`config.mk`:
```
export PLATFORM = sky130hd
export DESIGN_NAME = instruction_fetch
export DESIGN_NICKNAME = d
export VERILOG_FILES = /design/src/rtl/fetch_pkg.sv /design/src/rtl/instruction_buffer.sv /design/src/rtl/instruction_fetch.sv
export SDC_FILE = /design/constraint.sdc
export NUM_CORES = 1
export LEC_CHECK = 0
export CAP_MARGIN = 20
export CORE_ASPECT_RATIO = 1.2
export CORE_MARGIN = 1.5
export CORE_UTILIZATION = 35
export CTS_CLUSTER_DIAMETER = 50
export DETAILED_ROUTE_END_ITERATION = 16
export SLEW_MARGIN = 5
export SYNTH_ARGS = -nofsm -noshare
export SYNTH_HDL_FRONTEND = slang
export SYNTH_SLANG_ARGS = --single-unit
```
`constraint.sdc`:
```
create_clock -name clk -period 6.8 [get_ports clk]
set_clock_uncertainty 0.15 [all_clocks]
set_input_delay 0.68 -clock clk [delete_from_list [all_inputs] [get_ports clk]]
set_output_delay 0.68 -clock clk [all_outputs]
set_load 0.1 [all_outputs]
```
`src/rtl/fetch_pkg.sv`:
```
// Shared types and sizing helpers for the instruction fetch front end.
package fetch_pkg;

  localparam int FETCH_INST_W    = 16;
  localparam int FETCH_ADDR_W    = 12;
  localparam int FETCH_BUF_DEPTH = 2;

  // Counter wide enough to hold 0..depth inclusive.
  function automatic int cnt_width(input int depth);
    return $clog2(depth + 1);
  endfunction

  localparam int CNT_W = $clog2(FETCH_BUF_DEPTH + 1);

  typedef enum logic [1:0] {
    IDLE,
    RUN,
    FLUSH
  } fetch_state_e;

  typedef struct packed {
    logic [FETCH_INST_W-1:0] instruction;
    logic [FETCH_ADDR_W-1:0] addr;
  } fetch_entry_t;

endpackage

```
`src/rtl/instruction_buffer.sv`:
```
// Small synchronous FIFO of fetched {instruction, addr} entries.
// Clear overrides push and pop; a pop frees room for a same-cycle push when full.
module instruction_buffer
  import fetch_pkg::*;
#(
  parameter int DEPTH = FETCH_BUF_DEPTH,
  parameter int CW    = $clog2(DEPTH + 1)
) (
  input  logic          clk,
  input  logic          reset,
  input  logic          push,
  input  fetch_entry_t  push_entry,
  input  logic          pop,
  input  logic          clear,
  output fetch_entry_t  head,
  output logic          full,
  output logic          empty,
  output logic [CW-1:0] count
);

  localparam int PTR_W = (DEPTH > 1) ? $clog2(DEPTH) : 1;

  fetch_entry_t     mem [DEPTH];
  logic [PTR_W-1:0] wr_ptr_reg;
  logic [PTR_W-1:0] rd_ptr_reg;
  logic [CW-1:0]    count_reg;
  logic             do_push;
  logic             do_pop;

  function automatic logic [PTR_W-1:0] ptr_inc(input logic [PTR_W-1:0] p);
    return (p == PTR_W'(DEPTH - 1)) ? '0 : p + PTR_W'(1);
  endfunction

  assign empty   = (count_reg == '0);
  assign full    = (count_reg == CW'(DEPTH));
  assign count   = count_reg;
  assign do_pop  = pop && !empty && !clear;
  assign do_push = push && !clear && (!full || do_pop);

  // Empty entries read as zero so the decoder never sees stale storage.
  assign head = empty ? '0 : mem[rd_ptr_reg];

  always_ff @(posedge clk) begin
    if (do_push) begin
      mem[wr_ptr_reg] <= push_entry;
    end
  end

  always_ff @(posedge clk) begin
    if (reset || clear) begin
      wr_ptr_reg <= '0;
      rd_ptr_reg <= '0;
      count_reg  <= '0;
    end else begin
      if (do_push) wr_ptr_reg <= ptr_inc(wr_ptr_reg);
      if (do_pop)  rd_ptr_reg <= ptr_inc(rd_ptr_reg);
      unique case ({do_push, do_pop})
        2'b10:   count_reg <= count_reg + CW'(1);
        2'b01:   count_reg <= count_reg - CW'(1);
        default: count_reg <= count_reg;
      endcase
    end
  end

endmodule

```
`src/rtl/instruction_fetch.sv`:
```
// Fetch stage: credit-limited word requests to instruction memory, in-order
// response buffering, and redirect handling that drops stale in-flight data.
module instruction_fetch
  import fetch_pkg::*;
#(
  parameter int                  INST_W       = FETCH_INST_W,
  parameter int                  I_ADDR_W     = FETCH_ADDR_W,
  parameter int                  BUF_DEPTH    = FETCH_BUF_DEPTH,
  parameter logic [I_ADDR_W-1:0] RESET_VECTOR = '0
) (
  input  logic                clk,
  input  logic                reset,
  input  logic                enable,
  input  logic                redirect_valid,
  input  logic [I_ADDR_W-1:0] redirect_addr,
  output logic                imem_req_valid,
  input  logic                imem_req_ready,
  output logic [I_ADDR_W-1:0] imem_req_addr,
  input  logic                imem_rsp_valid,
  input  logic [INST_W-1:0]   imem_rsp_data,
  output logic                instruction_valid,
  input  logic                instruction_ready,
  output logic [INST_W-1:0]   instruction,
  output logic [I_ADDR_W-1:0] instruction_addr,
  output logic                fetch_error
);

  localparam int CW = cnt_width(BUF_DEPTH);

  fetch_state_e        state_reg, state_next;
  logic [I_ADDR_W-1:0] fetch_ptr_reg, fetch_ptr_next;
  logic [I_ADDR_W-1:0] rsp_ptr_reg, rsp_ptr_next;
  logic [CW-1:0]       outstanding_reg, outstanding_next;
  logic [CW-1:0]       discard_reg, discard_next;
  logic                fetch_error_reg, fetch_error_next;
  logic [CW-1:0]       occupancy;
  logic [CW:0]         credit_used;
  logic                req_fire;
  logic                buf_push, buf_pop, buf_full, buf_empty;
  fetch_entry_t        push_entry, head_entry;

  // Every request holds a credit until its instruction leaves the buffer.
  assign credit_used    = {1'b0, outstanding_reg} + {1'b0, occupancy};
  assign imem_req_valid = (state_reg == RUN) && enable && !redirect_valid &&
                          (credit_used < (CW+1)'(BUF_DEPTH));
  assign imem_req_addr  = fetch_ptr_reg;
  assign req_fire       = imem_req_valid && imem_req_ready;

  assign push_entry        = '{instruction: imem_rsp_data, addr: rsp_ptr_reg};
  assign instruction_valid = !buf_empty;
  assign instruction       = head_entry.instruction;
  assign instruction_addr  = head_entry.addr;
  assign fetch_error       = fetch_error_reg;

  always_comb begin
    state_next       = state_reg;
    fetch_ptr_next   = fetch_ptr_reg;
    rsp_ptr_next     = rsp_ptr_reg;
    outstanding_next = outstanding_reg;
    discard_next     = discard_reg;
    fetch_error_next = fetch_error_reg;
    buf_push         = 1'b0;
    buf_pop          = 1'b0;

    if (redirect_valid) begin
      fetch_ptr_next   = redirect_addr;
      rsp_ptr_next     = redirect_addr;
      outstanding_next = '0;
      if (imem_rsp_valid && discard_reg == '0 && outstanding_reg == '0) begin
        fetch_error_next = 1'b1;
        discard_next     = '0;
      end else begin
        discard_next = discard_reg + outstanding_reg - CW'(imem_rsp_valid);
      end
    end else begin
      buf_pop = instruction_valid && instruction_ready;
      if (req_fire) begin
        fetch_ptr_next   = fetch_ptr_reg + I_ADDR_W'(1);
        outstanding_next = outstanding_reg + CW'(1);
      end
      if (imem_rsp_valid) begin
        if (discard_reg != '0) begin
          discard_next = discard_reg - CW'(1);
        end else if (outstanding_reg != '0 && !(buf_full && !buf_pop)) begin
          buf_push         = 1'b1;
          rsp_ptr_next     = rsp_ptr_reg + I_ADDR_W'(1);
          outstanding_next = outstanding_next - CW'(1);
        end else begin
          fetch_error_next = 1'b1;
        end
      end
    end

    unique case (state_reg)
      IDLE:    state_next = RUN;
      RUN:     if (redirect_valid && discard_next != '0) state_next = FLUSH;
      FLUSH:   if (discard_next == '0) state_next = RUN;
      default: state_next = IDLE;
    endcase
  end

  always_ff @(posedge clk) begin
    if (reset) begin
      state_reg       <= IDLE;
      fetch_ptr_reg   <= RESET_VECTOR;
      rsp_ptr_reg     <= RESET_VECTOR;
      outstanding_reg <= '0;
      discard_reg     <= '0;
      fetch_error_reg <= 1'b0;
    end else begin
      state_reg       <= state_next;
      fetch_ptr_reg   <= fetch_ptr_next;
      rsp_ptr_reg     <= rsp_ptr_next;
      outstanding_reg <= outstanding_next;
      discard_reg     <= discard_next;
      fetch_error_reg <= fetch_error_next;
    end
  end

  instruction_buffer #(
    .DEPTH (BUF_DEPTH),
    .CW    (CW)
  ) u_buffer (
    .clk        (clk),
    .reset      (reset),
    .push       (buf_push),
    .push_entry (push_entry),
    .pop        (buf_pop),
    .clear      (redirect_valid),
    .head       (head_entry),
    .full       (buf_full),
    .empty      (buf_empty),
    .count      (occupancy)
  );

endmodule

```
==> results.yml, run 1 <==
sta:
  fmax_ghz: 0.248
  min_period_over_period: 0.593
  setup_viol_count_final: 0
  fin_setup_tns_ps: 0
  rsz0062_at_grt: "false"
  fin_crit_ps: 4030
  worstMarginPinSlew_ps: 1020
  slew_violations: 0
  hold_viol_final: 0
  slew_headroom: 0.321
  hold_slack_ps: 311
logic_synthesis:
  postSynthCellCount: 364
  netlist.area_leader.share: 0.411
  synth-seq-area-share: 0.587
  ys_types: 52
  synth_area_leader_cell: "edfxtp_1"
  synth-main-ff-cell: "edfxtp_1"
  synth_edf_count: 56
  syn-num-nets: 406
  synth.area.top_cells: "edfxtp_1 41%, dfxtp_1 18%, mux2i_1 6.8%"
  synth_seq_cells: 92
  syn_area_um2: 4100
  async_flop_share: 0
  yosysWarnings: 0
  syn_avg_cell_area_um2: 11.3
routing:
  wl_per_cell_um: 14.1
  viasPerCell: 4.89
  final_antenna_net_count: 0
  wl_mm: 8.51
  drc: 0
  drtIter0Drc: 138
  drtPass1Iterations: 6
  vias: 2941
power_and_ir_drop:
  intPower_mw: 1.05
  pwr-share-seq: 0.461
  power.density_nw_per_um2: 249
  p_switching_uw: 298
  clock_power_share: 0.444
  irDropWorstVdd_mv: 0.144
  combPwrFrac: 0.095
  power.leakage_nw: 1.74
  switching_share: 0.222
status:
  outcome: "finished clean"
global_routing:
  gr-total-overflow: 0
  grt_pass1_vias: 2908
  grt_antenna_before_repair: 0
  grt_usage: 0.147
  grt_pass1_wl_mm: 14.0
  grt_max_degree: 30
critical_path:
  worst_setup_path_start_kind: "flip-flop"
  r2r_cells: 8
  path_max_fanout: 5
  cp-end-kind: "primary output"
  crit_required_ps: 5970
  critical_path_class: "flip-flop to primary output"
  crit_arrival_ps: 3200
die:
  std_cell_rows: 43
  coreArea_um2: 11500
  start_util: 0.357
  ios: 78
  fp.dieH_um: 121
  die_w_um: 102
  fp.dieArea_um2: 12400
placement:
  gp_congestion: 0.818
  dpl.hpwl_mm: 5.80
  portBuffers: 77
  placed_cells: 586
worst_hold_path:
  hold_path.class: "flip-flop to flip-flop"
  hold_depth: 0
cells_and_area:
  largest_register_ffs: 56
  area_growth_syn_to_layout_pct: 31.8
  diodes: 0
  layout-drive-gt1-share: 0.0764
  fin_cells: 602
  nets: 482
clock_network:
  clockBufferDepth: 2
  clk_latency_ps: 340
  tritoncts.num_buffers: 9
  htreeDepth: 3
  cts_setup_buffers: 0
  path_clk_slew_ps: 70
  clock_sinks: 92
  root_buffer: "clkbuf_16"
  ctsResizeCount: 0
  cts_hold_buf: 0
  tritoncts: "built"
run:
  cap_violations: 0
==> worst paths after layout <==
path                                     to  slack (ps)                      startpoint
min reg2reg    u_buffer.mem[1][8]$_DFFE_PP_         310     rsp_ptr_reg[8]$_SDFFE_PP0P_
max                          imem_req_valid        2770  u_buffer.count[0]$_SDFFE_PP0P_
max reg2reg  u_buffer.count[1]$_SDFFE_PP0P_        3730   outstanding_reg[0]$_SDFF_PP0_
min            u_buffer.mem[1][8]$_DFFE_PP_         310     rsp_ptr_reg[8]$_SDFFE_PP0P_
==> worst max-delay path, stage by stage, from the launching register on <==
cell	delay, ps
dfxtp_1	440
and2_1	180
fa_1	410
nor4b_1	480
and3b_1	230
clkdlybuf4s50_1	1130
==> synthesized netlist by cell type, types with 2 or more instances <==
library cell  number
buf_1              3
clkbuf_1          11
nand2_1           29
a31oi_1           10
o21ai_0            7
o21bai_1           2
a21oi_1           14
mux2_2             3
nand4_1            9
nor2_1            54
a211oi_2           2
dfxtp_1           36
nand3_1            7
or3_1              4
edfxtp_1          56
nor3_1             8
o211ai_1           2
o21a_1             2
and3_1             2
nor4_1             3
a211oi_1           5
nand3b_1           2
nor2b_1            2
inv_1             11
buf_2              2
ha_1               6
xnor2_1           12
xor2_1             9
mux2i_1           28
==> metal layers <==
metal	global-route usage	routed length, µm	part of all wire
met5	0	0	0
met4	0.0486	122	0.014
met3	0.0346	388	0.046
met2	0.243	4160	0.49
met1	0.188	3840	0.45
==> layout make-up <==
type,count,area [µm²]
timing repair buffer,82,808
fill,1081,6060
clock buffer,9,225
clock inverter,7,139
tap,157,196
inverter,12,45.0
multi-input combinational,243,1580
sequential,92,2400
==> cell families after synthesis <==
logic type / share of synthesized area
xor+xnor: 0.0449
fa+ha+maj: 0.0232
buf+inv: 0.0290
compound gates: 0.0791
mux: 0.0767
flops: 0.587
simple gates: 0.160
==> layout by cell type (no fill, tap or decap), types with 2 or more instances in the layout <==
cell type        count
xor2_1               9
xnor2_1             12
nor2_1              52
mux2i_1             28
buf_4                5
dfxtp_1             35
mux2_2               3
nor4_1               3
a31oi_1             10
nand2_1             29
ha_1                 6
o211ai_1             2
a21oi_1             14
clkdlybuf4s50_1     77
clkinvlp_4           2
nand3_1              7
bufinv_16            4
a211oi_1             5
or3_1                4
o21ai_0              7
nand4_1              9
clkbuf_16            9
nor2b_1              2
o21bai_1             2
inv_1               11
edfxtp_1            56
o21a_1               2
a211oi_2             2
nor2_2               3
nand3b_1             2
and3_1               2
nor3_1               8
==> power groups by stage <==
stage,clock network [mW],registers (mW),logic (mW)
5_1_grt,0.640,0.622,0.137
4_1_cts,0.614,0.620,0.128
2_1_floorplan,0,0.663,0.0495
3_3_place_gp,0,0.631,0.126
3_5_place_dp,0,0.632,0.128
6_report,0.597,0.620,0.127
==> through the flow <==
step           cell area, µm²  setup WS, ps  power, mW   util
2_1_floorplan            4100          3310      0.713      -
3_3_place_gp             5030          2780      0.758  0.439
3_5_place_dp             5030          2780      0.760  0.439
4_1_cts                  5400          2710       1.36  0.471
5_1_grt                  5400          2560       1.40  0.471
6_report                 5400          2770       1.34  0.471
Power figures use the tool's default switching activity.
==> inputs of run 2 (changes only) <==
==> constraint.sdc (replaced) <==
create_clock -name clk -period 3.62 [get_ports clk]
set_clock_uncertainty 0.15 [all_clocks]
set_input_delay 0.362 -clock clk [delete_from_list [all_inputs] [get_ports clk]]
set_output_delay 0.362 -clock clk [all_outputs]
set_load 0.1 [all_outputs]
==> results.yml, run 2 (synthesized netlist as in run 1, its figures left out) <==
status:
  outcome: "finished clean"
critical_path:
  crit_arrival_ps: 2980
  crit_path_cell_trace: "and2_1 -> fa_1 -> nor4b_1 -> nand4b_1 -> nor3_1 -> mux2_2 -> a21oi_1"
  path_max_fanout: 6
  worst_setup_path_start_kind: "flip-flop"
  cp-end-kind: "flip-flop"
  crit_required_ps: 3740
  path_buf_inv: 0
  critical_path_class: "flip-flop to flip-flop"
  slowest_delay_ps: 480
  cp_slowest_cell: "nor4b_1"
  crit_family: "simple AND/OR/NAND/NOR gates"
cells_and_area:
  final_area_um2: 5300
  layout_commonest_cell: "edfxtp_1"
  nets: 486
  layout_common_cells: "56 x edfxtp_1, 52 x nor2_1, 47 x clkdlybuf4s50_1, 38 x buf_4, 35 x dfxtp_1"
  area_growth_syn_to_layout_pct: 29.4
  layout-drive-gt1-share: 0.154
  largest_register_ffs: 56
  final_util: 0.462
  diodes: 0
global_routing:
  gr-total-overflow: 0
  grt_antenna_before_repair: 0
  grt_pass1_wl_mm: 13.9
  grt_pass1_vias: 2932
  grt_max_degree: 30
  grt_usage: 0.146
power_and_ir_drop:
  irDropWorstVdd_mv: 0.246
  power.leakage_nw: 1.81
  power.density_nw_per_um2: 435
  finalPower_mw: 2.30
sta:
  min_period_over_period: 0.789
  setup_viol_count_final: 0
  fmax_ghz: 0.350
  hold_viol_final: 0
  rsz0062_at_grt: "false"
  slew_violations: 0
  slew_headroom: 0.345
  fin_crit_ps: 2850
  worstMarginPinSlew_ps: 979
  fin_setup_tns_ps: 0
clock_network:
  root_buffer: "clkbuf_16"
  tritoncts.num_buffers: 9
  htreeDepth: 3
  clockBufferDepth: 2
  clock_sinks: 92
  tritoncts: "built"
  cts_setup_buffers: 0
  clk_latency_ps: 340
  path_clk_slew_ps: 60
  ctsResizeCount: 0
  cts_hold_buf: 0
routing:
  top_layer: "met4"
  drt-met1-wl_mm: 3.71
  wl_mm: 8.33
  wl_per_cell_um: 13.7
  drtPass1Iterations: 4
  vias: 2928
  drtIter0Drc: 99
  wl_met3_um: 454
  final_antenna_net_count: 0
  wl_met2_mm: 4.00
  drc: 0
  viasPerCell: 4.83
die:
  die_w_um: 102
  fp.dieArea_um2: 12400
  fp.dieH_um: 121
  coreArea_um2: 11500
  start_util: 0.357
  ios: 78
  std_cell_rows: 43
run:
  cap_violations: 0
worst_hold_path:
  hold_path.class: "flip-flop to flip-flop"
placement:
  dpl_cell_area_um2: 5000
  portBuffers: 77
  dpl.hpwl_mm: 5.82
  gp_congestion: 0.884
run 2: changes by cell type in the layout (fill, tap and decap cells not counted), moves of 2 or more:
cell | before | now
buf_4 | 5 | 38
clkdlybuf4s50_1 | 77 | 47
bufinv_16 | 4 | 0
clkbuf_8 | 0 | 3
clkinv_4 | 0 | 2
clkinvlp_4 | 2 | 0
run 2: worst paths after layout:
kind                             startpoint                            end  slack (ps)  cells past startpoint
min             rsp_ptr_reg[8]$_SDFFE_PP0P_   u_buffer.mem[0][8]$_DFFE_PP_         320                      0
max          u_buffer.count[0]$_SDFFE_PP0P_  imem_req_addr[5]$_SDFFE_PP0P_         770                      7
max reg2reg  u_buffer.count[0]$_SDFFE_PP0P_  imem_req_addr[5]$_SDFFE_PP0P_         770                      7
min reg2reg     rsp_ptr_reg[8]$_SDFFE_PP0P_   u_buffer.mem[0][8]$_DFFE_PP_         320                      0
run 2: per-layer routing:
metal | GRT usage | up-vias
li1 | - | 1473
met5 | 0 | -
met3 | 0.0317 | 12
met4 | 0.0660 | 0
met2 | 0.242 | 86
met1 | 0.180 | 1357
run 2: worst reg2reg max path, stage by stage, from the launching register on:
cell and delay, ps:
dfxtp_1 430, and2_1 180, fa_1 410, nor4b_1 480, nand4b_1 360, nor3_1 300, mux2_2 360, a21oi_1 130
run 2: area by class of cell:
cell class	count	area [µm²]
Clock buffer	12	267
Clock inverter	4	31.3
Fill cell	1058	6160
Inverter	12	45.0
Multi-Input combinational cell	243	1580
Sequential cell	92	2400
Tap cell	157	196
Timing Repair Buffer	86	776
run 2: metrics by stage:
| stage | cells | hold slack, ps | worst slack (ps) |
|---|---|---|---|
| 2_1_floorplan | 364 | 276 | 129 |
| 3_3_place_gp | 590 | 296 | 735 |
| 3_5_place_dp | 590 | 300 | 722 |
| 4_1_cts | 606 | 319 | 778 |
| 5_1_grt | 606 | 352 | 487 |
| 6_report | 606 | 317 | 765 |
run 2: where the power goes:
group | switching, mW | total, mW | internal, mW | leakage (nW)
Combinational | 0.150 | 0.243 | 0.0924 | 0.853
Sequential | 0.0303 | 1.17 | 1.14 | 0.804
Clock | 0.370 | 0.895 | 0.525 | 0.149
Total | 0.551 | 2.30 | 1.75 | 1.81
